$ cat src/rtl/key_debouncer_pkg.sv
// ---------------------------------------------------------------------------
// lab7_pkg : shared debounce state encoding and counter sizing helper
// Revision : 1.0
// ---------------------------------------------------------------------------
`default_nettype none

package lab7_pkg;

    typedef enum logic [1:0] {
        S_IDLE         = 2'b00,
        S_PRESS_WAIT   = 2'b01,
        S_HELD         = 2'b10,
        S_RELEASE_WAIT = 2'b11
    } debounce_state_t;

    // Never narrower than one bit so the smallest legal setting still elaborates.
    function automatic int cnt_width(input int cycles);
        int w;
        w = $clog2(cycles);
        return (w < 1) ? 1 : w;
    endfunction

endpackage

`default_nettype wire

$ cat src/rtl/key_debouncer_sync_2ff.sv
// ---------------------------------------------------------------------------
// sync_2ff : two-flop synchroniser, asynchronous active-low reset to 0
// Revision : 1.0
// ---------------------------------------------------------------------------
`default_nettype none

module sync_2ff #(
    parameter int WIDTH = 1
) (
    input  logic             clk,
    input  logic             rst,
    input  logic [WIDTH-1:0] d_i,
    output logic [WIDTH-1:0] q_o
);

    logic [WIDTH-1:0] meta_q;
    logic [WIDTH-1:0] sync_q;

    always_ff @(posedge clk or negedge rst) begin
        if (!rst) begin
            meta_q <= '0;
            sync_q <= '0;
        end else begin
            meta_q <= d_i;
            sync_q <= meta_q;
        end
    end

    assign q_o = sync_q;

endmodule

`default_nettype wire

$ cat src/rtl/key_debouncer.sv
// ---------------------------------------------------------------------------
// key_debouncer : synchronises and debounces a push-button, emits level/pulses
// Revision      : 1.0
// ---------------------------------------------------------------------------
`default_nettype none

module key_debouncer
    import lab7_pkg::*;
#(
    parameter int DEBOUNCE_CYCLES = 500000,
    parameter bit ACTIVE_LOW      = 1'b1
) (
    input  logic       clk,
    input  logic       rst,
    input  logic       key_raw,
    output logic       out,
    output logic       press_pulse,
    output logic       release_pulse,
    output logic [1:0] out_state
);

    localparam int             CNT_W    = cnt_width(DEBOUNCE_CYCLES);
    localparam logic [CNT_W-1:0] CNT_LAST = CNT_W'(DEBOUNCE_CYCLES - 1);

    logic key_n;
    logic key_s;

    debounce_state_t state_q, state_d;
    logic [CNT_W-1:0] cnt_q, cnt_d;
    logic             out_q, out_d;
    logic             press_q, press_d;
    logic             release_q, release_d;

    assign key_n = key_raw ^ ACTIVE_LOW;

    sync_2ff #(
        .WIDTH (1)
    ) u_sync (
        .clk (clk),
        .rst (rst),
        .d_i (key_n),
        .q_o (key_s)
    );

    // Counter is cleared on every state change so each wait starts from zero.
    always_comb begin
        state_d   = state_q;
        cnt_d     = cnt_q;
        press_d   = 1'b0;
        release_d = 1'b0;
        case (state_q)
            S_IDLE: begin
                if (key_s) begin
                    state_d = S_PRESS_WAIT;
                    cnt_d   = '0;
                end
            end
            S_PRESS_WAIT: begin
                if (!key_s) begin
                    state_d = S_IDLE;
                    cnt_d   = '0;
                end else if (cnt_q == CNT_LAST) begin
                    state_d = S_HELD;
                    cnt_d   = '0;
                    press_d = 1'b1;
                end else begin
                    cnt_d = cnt_q + 1'b1;
                end
            end
            S_HELD: begin
                if (!key_s) begin
                    state_d = S_RELEASE_WAIT;
                    cnt_d   = '0;
                end
            end
            S_RELEASE_WAIT: begin
                if (key_s) begin
                    state_d = S_HELD;
                    cnt_d   = '0;
                end else if (cnt_q == CNT_LAST) begin
                    state_d   = S_IDLE;
                    cnt_d     = '0;
                    release_d = 1'b1;
                end else begin
                    cnt_d = cnt_q + 1'b1;
                end
            end
            default: begin
                state_d = S_IDLE;
                cnt_d   = '0;
            end
        endcase
    end

    always_comb begin
        out_d = (state_d == S_HELD) || (state_d == S_RELEASE_WAIT);
    end

    always_ff @(posedge clk or negedge rst) begin
        if (!rst) begin
            state_q   <= S_IDLE;
            cnt_q     <= '0;
            out_q     <= 1'b0;
            press_q   <= 1'b0;
            release_q <= 1'b0;
        end else begin
            state_q   <= state_d;
            cnt_q     <= cnt_d;
            out_q     <= out_d;
            press_q   <= press_d;
            release_q <= release_d;
        end
    end

    assign out           = out_q;
    assign press_pulse   = press_q;
    assign release_pulse = release_q;
    assign out_state     = state_q;

endmodule

`default_nettype wire
$ cat config.mk
export PLATFORM = sky130hd
export DESIGN_NAME = key_debouncer
export DESIGN_NICKNAME = d
export VERILOG_FILES = /design/src/rtl/key_debouncer_pkg.sv /design/src/rtl/key_debouncer_sync_2ff.sv /design/src/rtl/key_debouncer.sv
export SDC_FILE = /design/constraint.sdc
export NUM_CORES = 1
export LEC_CHECK = 0
export ABC_AREA = 1
export BUFFER_PORTS_ARGS = -buffer_cell sky130_fd_sc_hd__buf_2
export CAP_MARGIN = 20
export CORE_UTILIZATION = 40
export CTS_BUF_LIST = sky130_fd_sc_hd__clkbuf_4 sky130_fd_sc_hd__clkbuf_8
export DETAILED_ROUTE_END_ITERATION = 7
export GPL_TIMING_DRIVEN = 0
export SLEW_MARGIN = 10
export SYNTH_ARGS = -nofsm -noshare
export SYNTH_HDL_FRONTEND = slang
export SYNTH_HIERARCHICAL = 1
export SYNTH_SLANG_ARGS = --single-unit
$ cat constraint.sdc
create_clock -name clk -period 2.09 [get_ports clk]
set_input_delay 0.3135 -clock clk [delete_from_list [all_inputs] [get_ports clk]]
set_output_delay 0.3135 -clock clk [all_outputs]
set_load 0.005 [all_outputs]
[Yosys cells after proc, flatten, opt, wreduce, memory -nomap -nowiden]
Index checks and enable logic that the tools add are counted.
Cells by class
  reductions and logical operators: 3
  bitwise gates (word level): 1
  equal/unequal tests: 8
  add/subtract/negate cells: 1
  mux-type cells: 18
Operator list (count)
  $mux 19: 5
  $pmux 19 s4: 1
  $add 19x1->19 const B: 1
  $eq 19x19->1 const B: 1
  $mux 2: 6
  $eq 2x2->1 const B: 4
  $pmux 2 s4: 1
  $mux 1: 5
  $eq 2x1->1 const B: 1
  $logic_not 2->1: 1
  $ne 2x1->1 const B: 1
  $ne 2x2->1 const B: 1
  $reduce_and 2->1: 1
  $logic_or 1x1->1: 1
  $not 1->1: 1
Word-level totals
  register bits after elaboration: 26

[Depth between registers and ports, before layout]
  word-level depth: 6
  gate-level depth with buffers: 10
  mapped depth without buffers: 10

[Modules after synthesis]
Netlist, hierarchy kept.
By module, submodules not included
  key_debouncer: cells each 194, area an instance 1491.4 um^2, times used 1, seq. area each 600.6 um^2
  sync_2ff: cells each 2, area an instance 50.0 um^2, times used 1, seq. area each 50.0 um^2

[Worst setup path before layout]
Ideal clock, no wire load.
  path type: flip-flop to flip-flop
  start: register cnt_q[0]
  end: register cnt_q[7]
  clock period less this slack: 1.383 ns
  slack: 0.707 ns
  library setup time: 0.122 ns
  stages on the path, launching flop included: 8
  buffers on the path: 1
  arrival: 1.261 ns
  cells stage by stage: dfrtp_1 ha_1 nand3_2 nor2_1 nand3_2 nand3_2 buf_8 o21ai_2
Between the ends
  cells in the longest elaborated chain, start to end: 4
  elaborated cells on any way between the ends: 6
  those cells by class: add/sub: 1; eq/ne: 1; mux: 4
Ends and longest elaborated chain
  start: declaration: line key_debouncer.sv:29  | logic [CNT_W-1:0] cnt_q, cnt_d;
  start signal: assignment: line key_debouncer.sv:108  | cnt_q <= cnt_d;
  $add 19x1->19 or $eq 19x19->1 (tied branches)
  $mux 19 *: line key_debouncer.sv:62, key_debouncer.sv:80
  $mux 19, on equally long branches: line key_debouncer.sv:77, key_debouncer.sv:59
  $pmux 19 s4 *: line key_debouncer.sv:51  | case (state_q)
Every way passes the cells marked *; elsewhere a longest branch is shown, timed or not.
A chain may end at the register's enable or synchronous reset.

[Worst setup path in the final report]
  start: register cnt_q[0]
  end: register cnt_q[18]
Same word-level chain as after synthesis.

==> run_summary.xml <==
<?xml version="1.0" encoding="UTF-8"?>
<metrics>
  <group name="timing">
    <metric name="rsz0062_at_grt" unit="">no</metric>
    <metric name="tightest_slew" unit="ps">575</metric>
    <metric name="slew_headroom" unit="%">61.7</metric>
    <metric name="clock_skew" unit="ps">3.31</metric>
    <metric name="fin_crit_sh" unit="%">75.3</metric>
    <metric name="finalWorstPathRequiredPeriod" unit="ps">1570</metric>
    <metric name="final_hold_viol_count" unit="">0</metric>
    <metric name="number_of_setup_violations_in_the_final_report" unit="">0</metric>
    <metric name="worst_hold_slack" unit="ps">34.5</metric>
    <metric name="fin_setup_tns" unit="ps">0</metric>
    <metric name="maxSlewViolCount" unit="">0</metric>
    <metric name="fmaxAchievable" unit="MHz">636</metric>
  </group>
  <group name="critical_path">
    <metric name="arrival_time_reported_for_the_critical_path_endpoint" unit="ps">1740</metric>
    <metric name="crit_required" unit="ps">2250</metric>
    <metric name="setup.worst_path.class" unit="">reg2reg</metric>
    <metric name="worst_path_largest_cell_delay" unit="ps">430</metric>
    <metric name="worst_path_most_repeated_cell" unit="">sky130_fd_sc_hd__nand2_1</metric>
    <metric name="timing.critical_path.from_type" unit="">flip-flop</metric>
    <metric name="worst-path-max-fanout" unit="">4</metric>
    <metric name="ordered_cell_list_for_the_critical_path" unit="">ha_1 &gt; nand2_1 &gt; nor2_1 &gt; nand2_2 &gt; nor2_4 &gt; nand2_1 &gt; nand2_1 &gt; nand2_1 &gt; nand2_1 &gt; nand2_1</metric>
    <metric name="critical-path-slowest-cell" unit="">sky130_fd_sc_hd__dfrtp_1</metric>
    <metric name="crit_path_end_kind" unit="">flip-flop</metric>
  </group>
  <group name="clock_network">
    <metric name="ctsLongestPathBuffers" unit="">2</metric>
    <metric name="cts-root-buf" unit="">sky130_fd_sc_hd__clkbuf_8</metric>
    <metric name="cts-hold-fix-buffers" unit="">0</metric>
    <metric name="post_cts_resized" unit="">0</metric>
    <metric name="clk_pin_slew" unit="ps">80</metric>
    <metric name="clock_tree_from_tritoncts" unit="">yes</metric>
    <metric name="htreeDepth" unit="">1</metric>
    <metric name="post-cts-setup-buffers" unit="">0</metric>
    <metric name="clock_insertion_delay_worst_skew" unit="ps">270</metric>
    <metric name="cts.sinks" unit="">26</metric>
    <metric name="numCtsBuffers" unit="">3</metric>
  </group>
  <group name="yosys">
    <metric name="synth.avg_cell_area" unit="µm²">7.86</metric>
    <metric name="synth-main-ff-cell" unit="">sky130_fd_sc_hd__dfrtp_1</metric>
    <metric name="ys_seq_area_share" unit="%">42.2</metric>
    <metric name="post_synth_num_cell_types" unit="">26</metric>
    <metric name="synth_top_area_cell" unit="">sky130_fd_sc_hd__dfrtp_1</metric>
    <metric name="synth_warnings" unit="">6</metric>
    <metric name="synth-edff-count" unit="">0</metric>
    <metric name="post-synth-top-area-fraction" unit="%">42.2</metric>
    <metric name="yosys_register_bits" unit="">26</metric>
    <metric name="postSynthCellCount" unit="">196</metric>
    <metric name="ys_top_cells_by_area" unit="">sky130_fd_sc_hd__dfrtp_1 42%, sky130_fd_sc_hd__nand2_1 16%, sky130_fd_sc_hd__o21ai_2 5.7%</metric>
    <metric name="synth.cell_area" unit="µm²">1540</metric>
    <metric name="synth.most_common_cell" unit="">sky130_fd_sc_hd__nand2_1</metric>
    <metric name="synth_commonest_cells" unit="">66 x sky130_fd_sc_hd__nand2_1, 26 x sky130_fd_sc_hd__dfrtp_1, 23 x sky130_fd_sc_hd__nor2_1</metric>
    <metric name="postSynthNetCount" unit="">200</metric>
    <metric name="synth-async-reset-ratio" unit="%">100</metric>
  </group>
  <group name="min_path">
    <metric name="timing.hold.worst.class" unit="">in2async</metric>
  </group>
  <group name="route">
    <metric name="first_pass_iters" unit="">4</metric>
    <metric name="drt.antenna.violating_nets" unit="">0</metric>
    <metric name="totalWireLength" unit="mm">2.95</metric>
    <metric name="viasPerCell" unit="">4.70</metric>
    <metric name="detail_route.drc_violations" unit="">0</metric>
    <metric name="route.vias.total" unit="">1195</metric>
    <metric name="post_dr_wirelength_cell" unit="µm">11.6</metric>
    <metric name="first_iter_violations" unit="">39</metric>
  </group>
  <group name="power_and_ir_drop">
    <metric name="static-leakage-power" unit="µW">0.000719</metric>
    <metric name="power_density" unit="nW/µm²">498</metric>
    <metric name="maximum_resistive_drop_on_vdd" unit="mV">0.319</metric>
  </group>
  <group name="global_routing">
    <metric name="global_route.overflow_total" unit="">0</metric>
    <metric name="antenna_found_initial" unit="">0</metric>
    <metric name="total_track_usage" unit="%">16.9</metric>
    <metric name="grt_max_degree" unit="">27</metric>
    <metric name="vias_in_the_first_global_route" unit="">1128</metric>
    <metric name="grt_pass1_wl" unit="mm">5.28</metric>
  </group>
  <group name="cells_and_area">
    <metric name="final_core_utilization" unit="%">45.5</metric>
    <metric name="sequential_cell_area" unit="µm²">651</metric>
    <metric name="final_nets" unit="">212</metric>
    <metric name="antenna-diode-count" unit="">0</metric>
    <metric name="footprint_of_the_multi_input_gates" unit="µm²">815</metric>
    <metric name="drive_above_1_share" unit="%">19.4</metric>
    <metric name="flow.area_growth_from_synthesis" unit="%">8.85</metric>
    <metric name="nFillCells" unit="">390</metric>
  </group>
  <group name="place">
    <metric name="numPortBuffers" unit="">7</metric>
    <metric name="gp_weighted_congestion" unit="">0.834</metric>
    <metric name="dpl.hpwl" unit="mm">2.28</metric>
  </group>
  <group name="floorplan">
    <metric name="fp.coreArea" unit="µm²">3690</metric>
    <metric name="initial_core_util" unit="%">41.8</metric>
    <metric name="area_of_the_die" unit="µm²">4110</metric>
    <metric name="dieWidth" unit="µm">64.1</metric>
    <metric name="top_level_ports" unit="">8</metric>
    <metric name="rows" unit="">22</metric>
    <metric name="fp.dieH" unit="µm">64.1</metric>
  </group>
  <group name="job">
    <metric name="drv_cap" unit="">0</metric>
  </group>
  <group name="status">
    <metric name="run_status" unit="">finished clean</metric>
  </group>
</metrics>
==> metal layers <==
layer	share of wire [%]	vias up	track usage, %
li1	-	644	-
met1	53	537	23.8
met2	44	12	26.1
met3	2.4	2	3.75
met4	0.88	0	4.26
met5	0	-	0
==> stage by stage <==
step | area [µm²] | setup slack [ps] | power, µW | cells
after floorplan | 1540 | 707 | 552 | 196
after global placement | 1640 | 559 | 572 | 251
after detailed placement | 1640 | 518 | 572 | 251
after CTS | 1680 | 497 | 861 | 254
after global routing | 1680 | 374 | 880 | 254
final | 1680 | 517 | 836 | 254
==> cell usage in the layout, fill, tap and decap left out <==
| cell type | instances |
|---|---|
| sky130_fd_sc_hd__o21a_1 | 1 |
| sky130_fd_sc_hd__inv_1 | 12 |
| sky130_fd_sc_hd__buf_8 | 1 |
| sky130_fd_sc_hd__o21ai_1 | 4 |
| sky130_fd_sc_hd__and2_1 | 2 |
| sky130_fd_sc_hd__nand2_2 | 3 |
| sky130_fd_sc_hd__xnor2_1 | 3 |
| sky130_fd_sc_hd__inv_2 | 3 |
| sky130_fd_sc_hd__nor2_4 | 2 |
| sky130_fd_sc_hd__o21ai_2 | 10 |
| sky130_fd_sc_hd__nor2_2 | 4 |
| sky130_fd_sc_hd__nor3_1 | 3 |
| sky130_fd_sc_hd__buf_2 | 8 |
| sky130_fd_sc_hd__nor2_1 | 23 |
| sky130_fd_sc_hd__nand2_1 | 66 |
| sky130_fd_sc_hd__nand4_1 | 3 |
| sky130_fd_sc_hd__nor3_4 | 1 |
| sky130_fd_sc_hd__xor2_1 | 8 |
| sky130_fd_sc_hd__o21bai_1 | 1 |
| sky130_fd_sc_hd__nand3_1 | 9 |
| sky130_fd_sc_hd__nand3b_2 | 1 |
| sky130_fd_sc_hd__o21ai_0 | 3 |
| sky130_fd_sc_hd__clkbuf_8 | 3 |
| sky130_fd_sc_hd__dfrtp_1 | 26 |
| sky130_fd_sc_hd__nand3_2 | 4 |
| sky130_fd_sc_hd__ha_1 | 1 |
| sky130_fd_sc_hd__o311ai_0 | 1 |
==> kinds of logic (layout without fill, tap and decap cells) <==
group / count (synthesis) / count (layout) / share of synthesized area, %
XOR/XNOR: 11 / 11 / 6.25
AO/OA/AOI/OAI: 20 / 20 / 9.50
buffers and inverters: 17 / 27 / 4.95
adder cells (fa/ha/maj): 1 / 1 / 0.812
flip-flops: 26 / 26 / 42.2
AND/OR/NAND/NOR: 121 / 121 / 36.3
==> report_power, final <==
part / switching (µW) / total [µW] / internal [µW]
sequential: 7.61 / 516 / 509
clock: 147 / 276 / 129
combinational: 30.9 / 43.5 / 12.6
total: 185 / 836 / 650
==> flip-flops by register name (all words and copies together), names as in the netlist <==
| register | count |
|---|---|
| u_sync/meta_q | 1 |
| release_pulse | 1 |
| cnt_q | 19 |
| out_state | 2 |
| out | 1 |
| press_pulse | 1 |
| u_sync/q_o | 1 |
==> cell type report <==
| type | count | share of cell area (%) |
|---|---|---|
| Multi-Input combinational cell | 153 | 48.5 |
| Sequential cell | 26 | 38.8 |
| Tap cell | 48 | 3.58 |
| Inverter | 15 | 3.36 |
| Clock buffer | 3 | 2.46 |
| Timing Repair Buffer | 7 | 2.09 |
| Buffer | 2 | 1.19 |
==> worst max-delay path, delay by kind of cell (launching register included) <==
| family | cells | cell delay [ps] |
|---|---|---|
| and+or+nand+nor | 9 | 780 |
| DFF | 1 | 430 |
| adders and majority gates | 1 | 250 |
==> final timing paths <==
| path | from | to | slack (ps) | cells after the start |
|---|---|---|---|---|
| max in group asynchronous | rst | u_sync/meta_q | 1680 | 1 |
| worst min register to register | u_sync/meta_q | u_sync/q_o | 350 | 0 |
| worst max-delay path | cnt_q[0] | cnt_q[18] | 520 | 10 |
| worst max register to register | cnt_q[0] | cnt_q[18] | 520 | 10 |
| min in group clk | key_raw | u_sync/meta_q | 180 | 2 |
| worst min-delay path | rst | cnt_q[6] | 30 | 1 |
(Power assumes the default switching activity.)
